<file path="src/rtl/packet_classifier_if.sv">
// packet_classifier_if: ingress beat stream plus the classification result
// channel, bundled so the classifier and its environment share one bus.
interface packet_classifier_if #(
    parameter int DATA_WIDTH   = 256,
    parameter int KEEP_WIDTH   = DATA_WIDTH / 8,
    parameter int PAYLOAD_BITS = 336
);
    // Ingress stream (byte 0 is the MSB byte of s_tdata)
    logic [DATA_WIDTH-1:0]   s_tdata;
    logic [KEEP_WIDTH-1:0]   s_tkeep;
    logic                    s_tvalid;
    logic                    s_tlast;
    logic                    s_tready;

    // Classification result
    logic                    m_valid;
    logic                    m_ready;
    logic [31:0]             dest_ip;
    logic [15:0]             dest_port;
    logic [PAYLOAD_BITS-1:0] payload;
    logic                    match;
    logic [3:0]              match_idx;
    logic                    err_short;
    logic                    err_long;

    // Environment side: drives beats upstream, consumes results downstream
    modport master (
        output s_tdata, s_tkeep, s_tvalid, s_tlast, m_ready,
        input  s_tready, m_valid, dest_ip, dest_port, payload,
               match, match_idx, err_short, err_long
    );

    // Classifier side
    modport slave (
        input  s_tdata, s_tkeep, s_tvalid, s_tlast, m_ready,
        output s_tready, m_valid, dest_ip, dest_port, payload,
               match, match_idx, err_short, err_long
    );
endinterface

</file>
<file path="src/rtl/packet_classifier.sv">
// packet_classifier: captures up to MAX_BEATS beats of a packet, extracts
// destination IP/port and payload at fixed byte offsets, matches an 8-byte
// signature against a programmable table and presents the result on a
// valid/ready channel together with error flags and statistics counters.
module packet_classifier #(
    parameter int DATA_WIDTH = 256,
    parameter int KEEP_WIDTH = DATA_WIDTH / 8,
    parameter int MAX_BEATS  = 3,
    parameter int IP_BYTE    = 14,
    parameter int PORT_BYTE  = 34,
    parameter int SIG_BYTE   = 54,
    parameter int NUM_SIGS   = 2
) (
    input  logic                   clk,
    input  logic                   rst,
    packet_classifier_if.slave     bus,
    input  logic [NUM_SIGS*64-1:0] sig_table_i,
    input  logic [NUM_SIGS-1:0]    sig_enable_i,
    output logic [31:0]            cnt_pkts_o,
    output logic [31:0]            cnt_match_o,
    output logic [31:0]            cnt_err_o
);
    localparam int CAP_BITS     = MAX_BEATS * DATA_WIDTH;
    localparam int CAP_BYTES    = CAP_BITS / 8;
    localparam int PAYLOAD_BITS = CAP_BITS - 8 * SIG_BYTE;
    localparam int BEAT_W       = (MAX_BEATS > 1) ? $clog2(MAX_BEATS) : 1;
    localparam int CNT_W        = $clog2(CAP_BYTES + 1);

    typedef enum logic [1:0] {COLLECT, DRAIN, EVAL, OUT} state_e;

    state_e                  state_q;
    logic [BEAT_W-1:0]       beat_q;
    logic [CNT_W-1:0]        byte_cnt_q, byte_cnt_d;
    logic                    long_q;
    logic [CAP_BITS-1:0]     cap_q, cap_d;

    logic                    m_valid_q;
    logic [31:0]             dest_ip_q;
    logic [15:0]             dest_port_q;
    logic [PAYLOAD_BITS-1:0] payload_q;
    logic                    match_q;
    logic [3:0]              match_idx_q;
    logic                    err_short_q;
    logic                    err_long_q;
    logic [31:0]             cnt_pkts_q, cnt_match_q, cnt_err_q;

    logic                    s_tready;
    logic                    beat_fire;
    logic [DATA_WIDTH-1:0]   beat_masked;
    logic [CNT_W-1:0]        keep_pop;
    logic [63:0]             sig_field;
    logic                    hit;
    logic [3:0]              hit_idx;
    logic                    short_pkt;
    logic                    match_d;
    logic [3:0]              match_idx_d;

    assign s_tready  = !rst && (state_q == COLLECT || state_q == DRAIN);
    assign beat_fire = bus.s_tvalid && s_tready;

    // Build the next capture buffer image and byte count for an accepted beat.
    always_comb begin
        // NOTE: every combinational output gets a default first so no path leaves it unassigned and infers a latch.
        beat_masked = bus.s_tdata;
        keep_pop    = '0;
        for (int i = 0; i < KEEP_WIDTH; i++) begin
            keep_pop = keep_pop + CNT_W'(bus.s_tkeep[i]);
            if (bus.s_tlast && !bus.s_tkeep[KEEP_WIDTH-1-i])
                beat_masked[DATA_WIDTH-1-8*i -: 8] = 8'h00;
        end
        byte_cnt_d = CNT_W'(beat_q) * CNT_W'(KEEP_WIDTH)
                   + (bus.s_tlast ? keep_pop : CNT_W'(KEEP_WIDTH));
        // The first beat of a packet clears every slot it does not write.
        cap_d = (beat_q == '0) ? '0 : cap_q;
        for (int k = 0; k < MAX_BEATS; k++) begin
            if (beat_q == BEAT_W'(k))
                cap_d[CAP_BITS-1-k*DATA_WIDTH -: DATA_WIDTH] = beat_masked;
        end
    end

    // Signature lookup over the captured buffer; lowest enabled hit wins.
    always_comb begin
        sig_field = cap_q[CAP_BITS-1-8*SIG_BYTE -: 64];
        hit       = 1'b0;
        hit_idx   = 4'd0;
        for (int i = NUM_SIGS - 1; i >= 0; i--) begin
            if (sig_enable_i[i] && sig_table_i[64*i +: 64] == sig_field) begin
                hit     = 1'b1;
                hit_idx = 4'(i);
            end
        end
        short_pkt   = int'(byte_cnt_q) < SIG_BYTE + 8;
        match_d     = hit && !short_pkt;
        match_idx_d = match_d ? hit_idx : 4'd0;
    end

    // Packet FSM with registered result outputs and statistics counters.
    always_ff @(posedge clk) begin
        if (rst) begin
            state_q     <= COLLECT;
            beat_q      <= '0;
            byte_cnt_q  <= '0;
            long_q      <= 1'b0;
            // NOTE: the capture buffer is ordinary flops, not a RAM, so it is cleared on reset like any other state.
            cap_q       <= '0;
            m_valid_q   <= 1'b0;
            dest_ip_q   <= '0;
            dest_port_q <= '0;
            payload_q   <= '0;
            match_q     <= 1'b0;
            match_idx_q <= '0;
            err_short_q <= 1'b0;
            err_long_q  <= 1'b0;
            cnt_pkts_q  <= '0;
            cnt_match_q <= '0;
            cnt_err_q   <= '0;
        end else begin
            // NOTE: sequential state uses non-blocking assignments so every register samples pre-edge values.
            case (state_q)
                COLLECT: begin
                    if (beat_fire) begin
                        cap_q      <= cap_d;
                        byte_cnt_q <= byte_cnt_d;
                        if (bus.s_tlast) begin
                            beat_q  <= '0;
                            state_q <= EVAL;
                        end else if (beat_q == BEAT_W'(MAX_BEATS - 1)) begin
                            beat_q  <= '0;
                            long_q  <= 1'b1;
                            state_q <= DRAIN;
                        end else begin
                            beat_q <= beat_q + 1'b1;
                        end
                    end
                end
                DRAIN: begin
                    if (beat_fire && bus.s_tlast)
                        state_q <= EVAL;
                end
                EVAL: begin
                    dest_ip_q   <= cap_q[CAP_BITS-1-8*IP_BYTE -: 32];
                    dest_port_q <= cap_q[CAP_BITS-1-8*PORT_BYTE -: 16];
                    payload_q   <= cap_q[PAYLOAD_BITS-1:0];
                    match_q     <= match_d;
                    match_idx_q <= match_idx_d;
                    err_short_q <= short_pkt;
                    err_long_q  <= long_q;
                    cnt_pkts_q  <= cnt_pkts_q + 32'd1;
                    cnt_match_q <= cnt_match_q + {31'd0, match_d};
                    cnt_err_q   <= cnt_err_q + {31'd0, short_pkt || long_q};
                    long_q      <= 1'b0;
                    m_valid_q   <= 1'b1;
                    state_q     <= OUT;
                end
                OUT: begin
                    if (bus.m_ready) begin
                        m_valid_q <= 1'b0;
                        state_q   <= COLLECT;
                    end
                end
                default: state_q <= COLLECT;
            endcase
        end
    end

    assign bus.s_tready  = s_tready;
    assign bus.m_valid   = m_valid_q;
    assign bus.dest_ip   = dest_ip_q;
    assign bus.dest_port = dest_port_q;
    assign bus.payload   = payload_q;
    assign bus.match     = match_q;
    assign bus.match_idx = match_idx_q;
    assign bus.err_short = err_short_q;
    assign bus.err_long  = err_long_q;
    assign cnt_pkts_o    = cnt_pkts_q;
    assign cnt_match_o   = cnt_match_q;
    assign cnt_err_o     = cnt_err_q;
endmodule

</file>
<file path="src/flat_wrapper.sv">
// flat-port wrapper written by rule: the top's interface ports become plain ports
module packet_classifier_flat 
#(
    parameter int DATA_WIDTH = 256,
    parameter int KEEP_WIDTH = DATA_WIDTH / 8,
    parameter int MAX_BEATS  = 3,
    parameter int IP_BYTE    = 14,
    parameter int PORT_BYTE  = 34,
    parameter int SIG_BYTE   = 54,
    parameter int NUM_SIGS   = 2
)
  (clk, rst, sig_table_i, sig_enable_i, cnt_pkts_o, cnt_match_o, cnt_err_o, bus_s_tdata, bus_s_tkeep, bus_s_tvalid, bus_s_tlast, bus_m_ready, bus_s_tready, bus_m_valid, bus_dest_ip, bus_dest_port, bus_payload, bus_match, bus_match_idx, bus_err_short, bus_err_long);
  packet_classifier_if #(.DATA_WIDTH(DATA_WIDTH), .KEEP_WIDTH(KEEP_WIDTH), .PAYLOAD_BITS(((((3) * ((256) / 8)) - SIG_BYTE) * 8))) bus_i ();
  input  logic clk;
  input  logic rst;
  input  logic [NUM_SIGS*64-1:0] sig_table_i;
  input  logic [NUM_SIGS-1:0] sig_enable_i;
  output logic [31:0] cnt_pkts_o;
  output logic [31:0] cnt_match_o;
  output logic [31:0] cnt_err_o;
  input wire logic [$bits(bus_i.s_tdata)-1:0] bus_s_tdata;
  input wire logic [$bits(bus_i.s_tkeep)-1:0] bus_s_tkeep;
  input wire logic [$bits(bus_i.s_tvalid)-1:0] bus_s_tvalid;
  input wire logic [$bits(bus_i.s_tlast)-1:0] bus_s_tlast;
  input wire logic [$bits(bus_i.m_ready)-1:0] bus_m_ready;
  output wire logic [$bits(bus_i.s_tready)-1:0] bus_s_tready;
  output wire logic [$bits(bus_i.m_valid)-1:0] bus_m_valid;
  output wire logic [$bits(bus_i.dest_ip)-1:0] bus_dest_ip;
  output wire logic [$bits(bus_i.dest_port)-1:0] bus_dest_port;
  output wire logic [$bits(bus_i.payload)-1:0] bus_payload;
  output wire logic [$bits(bus_i.match)-1:0] bus_match;
  output wire logic [$bits(bus_i.match_idx)-1:0] bus_match_idx;
  output wire logic [$bits(bus_i.err_short)-1:0] bus_err_short;
  output wire logic [$bits(bus_i.err_long)-1:0] bus_err_long;
  assign bus_i.s_tdata = bus_s_tdata;
  assign bus_i.s_tkeep = bus_s_tkeep;
  assign bus_i.s_tvalid = bus_s_tvalid;
  assign bus_i.s_tlast = bus_s_tlast;
  assign bus_i.m_ready = bus_m_ready;
  assign bus_s_tready = bus_i.s_tready;
  assign bus_m_valid = bus_i.m_valid;
  assign bus_dest_ip = bus_i.dest_ip;
  assign bus_dest_port = bus_i.dest_port;
  assign bus_payload = bus_i.payload;
  assign bus_match = bus_i.match;
  assign bus_match_idx = bus_i.match_idx;
  assign bus_err_short = bus_i.err_short;
  assign bus_err_long = bus_i.err_long;
  packet_classifier #(.DATA_WIDTH(DATA_WIDTH), .KEEP_WIDTH(KEEP_WIDTH), .MAX_BEATS(MAX_BEATS), .IP_BYTE(IP_BYTE), .PORT_BYTE(PORT_BYTE), .SIG_BYTE(SIG_BYTE), .NUM_SIGS(NUM_SIGS)) u_core (.clk(clk), .rst(rst), .bus(bus_i), .sig_table_i(sig_table_i), .sig_enable_i(sig_enable_i), .cnt_pkts_o(cnt_pkts_o), .cnt_match_o(cnt_match_o), .cnt_err_o(cnt_err_o));
endmodule
</file>
<file path="config.mk">
export PLATFORM = sky130hd
export DESIGN_NAME = packet_classifier_flat
export DESIGN_NICKNAME = d
export VERILOG_FILES = /design/src/rtl/packet_classifier_if.sv /design/src/rtl/packet_classifier.sv /design/src/flat_wrapper.sv
export SDC_FILE = /design/constraint.sdc
export NUM_CORES = 2
export LEC_CHECK = 0
export CORE_MARGIN = 2
export CORE_UTILIZATION = 23
export CTS_CLUSTER_DIAMETER = 80
export DETAILED_ROUTE_END_ITERATION = 16
export REMOVE_ABC_BUFFERS = 1
export SLEW_MARGIN = 15
export SYNTH_ARGS = -nofsm -noshare
export SYNTH_HDL_FRONTEND = slang
export SYNTH_SLANG_ARGS = --single-unit
</file>
<file path="constraint.sdc">
create_clock -name clk -period 10.19 [get_ports clk]
set_clock_uncertainty 0.1 [all_clocks]
set_input_delay 3.057 -clock clk [delete_from_list [all_inputs] [get_ports clk]]
set_output_delay 3.057 -clock clk [all_outputs]
set_load 0.1 [all_outputs]
</file>
### Yosys cells after proc, flatten, opt, wreduce, memory -nomap -nowiden

Index checks and enable logic that the tools add are counted.

| word-level totals | value |
|---|---|
| register bits after elaboration | 1140 |
| output and inout port bits | 489 |

| operators by class | value |
|---|---|
| add/subtract/negate cells | 36 |
| magnitude comparators | 1 |
| equal/unequal tests | 13 |
| muxes and demuxes | 56 |
| reduce and logical (&&, ||, !) cells | 87 |

Operators by type and width:

| kind | count |
|---|---|
| 2-to-1 mux 656 bit | 1 |
| 2-to-1 mux 256 bit | 1 |
| 2-to-1 mux 8 bit | 32 |
| 2-to-1 mux 240 bit | 1 |
| adder 7 x 1 -> 7 bit | 30 |
| 2-to-1 mux 144 bit | 1 |
| equality test 64 bit | 2 |
| adder 32 x 1 -> 32 bit | 2 |
| logical AND 1 bit | 38 |
| zero test 1 bit | 34 |
| adder 32 x 1 -> 32 bit (second input constant) | 1 |
| 2-to-1 mux 2 bit | 7 |
| 2-to-1 mux 1 bit | 9 |
| AND reduction 3 bit | 3 |
| != test 2 bit (second input constant) | 4 |
| case mux 2 bit (4 select lines) | 1 |
| AND reduction 4 bit | 2 |
| nonzero test 2 bit | 4 |
| adder 7 bit | 1 |
| less-than comparator 7 x 6 -> 1 bit (second input constant) | 1 |
| 2-to-1 mux 7 bit | 1 |
| equality test 2 bit (second input constant) | 3 |
| equality test 2 x 1 -> 1 bit (second input constant) | 2 |
| zero test 2 bit | 2 |
| 7 further kinds | 10 |

### Longest topological paths before layout

| depth | value |
|---|---|
| word-level depth | 33 |
| mapped depth | 24 |
| depth with buffers taken out | 24 |

### Worst setup path before layout

Ideal clock, no wire load.

| path | value |
|---|---|
| kind | input -> output |
| from | input port rst |
| to | output port bus_s_tready |
| arrival time | 4914 ps |
| data required time | 7033 ps |
| slack | 2119 ps |
| stages on the path | 4 |
| buffers on the path | 3 |
| cells stage by stage | clkbuf_1 > clkbuf_1 > clkbuf_1 > nor2_1 |

| on the way | value |
|---|---|
| word-level cells in the longest chain between the ends | 2 |

RTL lines:

| element | line | text |
|---|---|---|
| start, declared | flat_wrapper.sv:15 | `input logic rst;` |
| zero test 1 bit | packet_classifier.sv:58 | `assign s_tready = !rst && (state_q == COLLECT \|\| state_q == DRAIN);` |
| logical AND 1 bit | packet_classifier.sv:58 |  |
| end, declared | flat_wrapper.sv:26 | `output wire logic [$bits(bus_i.s_tready)-1:0] bus_s_tready;` |

No other way between the ends.

### Final worst setup path

| path | value |
|---|---|
| from | input port bus_s_tkeep[0] |
| to | register u_core.byte_cnt_q[6] |

| on the way | value |
|---|---|
| word-level cells in the longest chain between the ends | 33 |

RTL lines:

| element | line | text |
|---|---|---|
| start, declared | flat_wrapper.sv:22 | `input wire logic [$bits(bus_i.s_tkeep)-1:0] bus_s_tkeep;` |
| adder 1 x 1 -> 2 bit | packet_classifier.sv:67 | `keep_pop = keep_pop + CNT_W'(bus.s_tkeep[i]);` |
| adder 7 x 1 -> 7 bit (30 in a row) | packet_classifier.sv:67 |  |
| 2-to-1 mux 7 bit | packet_classifier.sv:72 | `+ (bus.s_tlast ? keep_pop : CNT_W'(KEEP_WIDTH));` |
| adder 7 bit | packet_classifier.sv:72 |  |
| end signal, assigned | packet_classifier.sv:123 | `byte_cnt_q <= byte_cnt_d;` |
| end, declared | packet_classifier.sv:33 | `logic [CNT_W-1:0] byte_cnt_q, byte_cnt_d;` |

No other way between the ends.
A chain may end at the register's enable or synchronous reset.

==> impl_metrics.tcl <==
set metrics [dict create \
    status "finished, final reports clean" \
    r2r_setup_slack_ns 4.73 \
    setup_violations 0 \
    die_h_um 386.2 \
    min_period_ns 8.477 \
    fp.coreArea_mm2 0.1454 \
    pin_count 912 \
    grt_pass1_wl_mm 195.3 \
    seqPwrFrac_pct 39.3 \
    cp.required_ns 10.67 \
    path_class "input pin to flip-flop" \
    ctsRootBufferMaster "clkbuf_16" \
    grt.total_usage_pct 17.96 \
    cp_slowest_stage_delay_ns 0.74 \
    yosysWarnings 0 \
    crit_family "adder cells" \
    r2r_start "u_core.cap_q[290]" \
    reg2regPathDepth 13 \
    cp.depth 22 \
    rsz0062_at_grt "no" \
    drv_cap 0 \
    crit_fanout 2 \
    p_comb_share_pct 19.4 \
    place.gp.congestion 0.9163 \
    cts.sink_count 880 \
    internal_power_mw 6.295 \
    grt_pass1_vias 27440 \
    netlist_area_mm2 0.03360 \
    yosysTopAreaCell "dfxtp_1" \
    synth.top_cells.by_area "dfxtp_1 (52%), mux2i_1 (12%), nor2_1 (8.4%), a22oi_1 (5.1%), xor2_1 (3.0%)" \
    fp.dieW_um 386.2 \
    cts_tree "yes" \
    insertion_delay_ns 0.73 \
    routed_via_density 4.551 \
    drv_slew 0 \
    timing.rr.end "u_core.cnt_match_o[18]" \
    grt_antenna_before_repair 28 \
    nets 4817 \
    finalSetupTns_ns 0 \
    fin_crit_sh_pct 83.19 \
    p_sw_share_pct 29.67 \
    hold_path.class "flip-flop to flip-flop" \
    crit_path_end_kind "flip-flop" \
    synth_top_area_share_pct 52.44 \
    numPortBuffers 908 \
    hold_viol 0 \
    routed_wl_mm 141.9 \
    worstHoldPathCells 2 \
    ant_nets 0 \
    synth.distinct_cells 53 \
    grt_overflow 0 \
    power_leakage_nw 16.88 \
    synth_edf_count 0 \
    final_util_pct 33.07 \
    netlist_instances 3531 \
    drive_gt1_share_pct 5.166 \
    clkSlewWorstSetupHoldPaths_ns 0.06 \
    crit_slowest_cell "fa_1" \
    ctsResizeCount 0 \
    cp_num_buf_inv 3 \
    area_delta_synth_final_pct 43.10 \
    ys.flop_type "dfxtp_1" \
    start_kind "input pin" \
    initial_core_util_pct 23.11 \
    worstHoldStart "u_core.bus.match_idx[0]" \
    syn_avg_cell_area_um2 9.515 \
    ys_seq_elements 880 \
    cts.path.max_buffers 3 \
    drc 0 \
    synth.most_common_cell "dfxtp_1" \
    pwr-share-clk_pct 41.3 \
    dpl.hpwl_mm 106.0 \
    numCtsBuffers 100 \
    num_rows 140 \
    holdPathEnd "u_core.bus.match_idx[0]" \
    wl_per_cell_um 22.25 \
    fillerInstances 15020 \
    vias 29020 \
    powerDensity_mw_per_mm2 186.2 \
    crit_top_cell "fa_1" \
    async_flop_share_pct 0 \
    relSlewSlack_pct 6.675 \
    cts_setup_buffers 0 \
    detailedRoute.firstPassIterationCount 5 \
    ys_seq_area_share_pct 52.44 \
    yosys-top-cells-count "dfxtp_1 (880), nor2_1 (748), mux2i_1 (391)" \
    tightest_slew_ns 1.387 \
    ir_drop_mv 0.1548 \
    drtIter0Drc 2070 \
    grt_start_max_net_pins 182 \
    die_area_mm2 0.1491 \
    cts_max_level 3 \
    crit_chain "clkdlybuf4s50_1, ha_1, inv_1, fa_1, fa_1, fa_1, fa_1, fa_1, fa_1, inv_1, ha_1, a21oi_1, o21bai_1, a21oi_1, nor2b_1, o21ai_0, nand2_1, ha_1, xnor2_1, nor2_1, a21oi_1, nor2_1" \
    ctsHoldBuffers 0 \
    arrival_ns 8.95 \
    max_freq_mhz 118.0 \
    p_switching_mw 2.656 \
]
==> worst max path at each step <==
stage | start | end | slack [ns]
after CTS | bus_s_tkeep[0] | u_core.byte_cnt_q[6] | 1.79
final | bus_s_tkeep[0] | u_core.byte_cnt_q[6] | 1.71
after global placement | bus_s_tkeep[0] | u_core.byte_cnt_q[6] | 1.01
after global routing | bus_s_tkeep[0] | u_core.byte_cnt_q[6] | 1.54
after floorplan | u_core.state_q[0] | u_core.cnt_match_o[30] | -7.14
after detailed placement | bus_s_tkeep[0] | u_core.byte_cnt_q[6] | 0.98
==> layout by cell type (no fill, tap or decap), types with 20 or more instances in the layout <==
cell type / instances
a21oi_1: 175
a22oi_1: 230
a32oi_1: 32
buf_4: 39
clkbuf_1: 24
clkbuf_16: 100
clkbuf_8: 21
clkdlybuf4s50_1: 901
dfxtp_1: 880
diode_2: 25
fa_1: 23
inv_1: 68
mux2i_1: 391
nand2_1: 182
nand3_1: 154
nand4_1: 39
nor2_1: 746
o21ai_0: 20
xnor2_1: 84
xor2_1: 116
==> worst min-delay path, cell delays in order (launching register included) <==
cell,delay [ns]
dfxtp_1,0.31
nand2_1,0.05
nand2_1,0.04
==> cells by family (layout without fill, tap and decap cells) <==
kind of cell	count (synthesis)	in the layout	share of synthesized area, %
AO/OA/AOI/OAI	493	493	9.668
XOR/XNOR	200	200	5.214
adder cells (fa/ha/maj)	42	42	2.078
buffers and inverters	297	1197	3.408
flip-flops	880	880	52.44
multiplexers	391	391	11.65
other	1	28	0.01116
AND/OR/NAND/NOR	1227	1227	15.54
==> cell type report <==
| class | instances | area, µm² | area share (%) |
|---|---|---|---|
| clock inverter | 38 | 526.8 | 1.096 |
| sequential | 880 | 17620 | 36.64 |
| tap | 1917 | 2399 | 4.989 |
| clock buffer | 145 | 2882 | 5.993 |
| timing repair buffer | 945 | 9407 | 19.56 |
| multi-input combinational | 2356 | 14930 | 31.05 |
| antenna | 25 | 62.56 | 0.1301 |
| inverter | 69 | 259.0 | 0.5387 |
==> metal layers <==
metal  vias to the layer above  GRT usage (%)  part of all wire, %
met5                         -              0                0.073
met4                        14          6.747                  3.2
met3                       218          5.571                  8.0
met1                     14070          22.29                   42
li1                      13750              -                    -
met2                       959          29.06                   47
==> registers in the layout (all words and copies together) (netlist names) <==
signal	cells
u_core.beat_q	2
u_core.bus.dest_ip	32
u_core.bus.dest_port	16
u_core.bus.err_long	1
u_core.bus.err_short	1
u_core.bus.m_valid	1
u_core.bus.match	1
u_core.bus.match_idx	1
u_core.bus.payload	336
u_core.byte_cnt_q	6
u_core.cap_q	384
u_core.cnt_err_o	32
u_core.cnt_match_o	32
u_core.cnt_pkts_o	32
u_core.long_q	1
u_core.state_q	2
==> through the flow <==
step	hold WS [ns]	worst slack [ns]	instance area, µm²	total power, mW	std cells
final	0.3347	1.713	48080	8.950	6375
after detailed placement	0.3304	0.9773	44610	5.349	6167
after floorplan	0.3216	-7.141	32720	5.403	3305
after global routing	0.3660	1.536	48060	9.307	6367
after CTS	0.3390	1.785	48020	9.065	6350
after global placement	0.3311	1.010	44610	5.345	6167
==> power by group through the flow <==
stage | combinational, mW | sequential, mW | clock, mW
2_1_floorplan | 1.73 | 3.67 | 0
6_report | 1.74 | 3.52 | 3.69
4_1_cts | 1.76 | 3.52 | 3.79
3_5_place_dp | 1.75 | 3.60 | 0
3_3_place_gp | 1.75 | 3.59 | 0
5_1_grt | 1.87 | 3.52 | 3.92
Note: power is estimated with default switching activity, not from simulation.
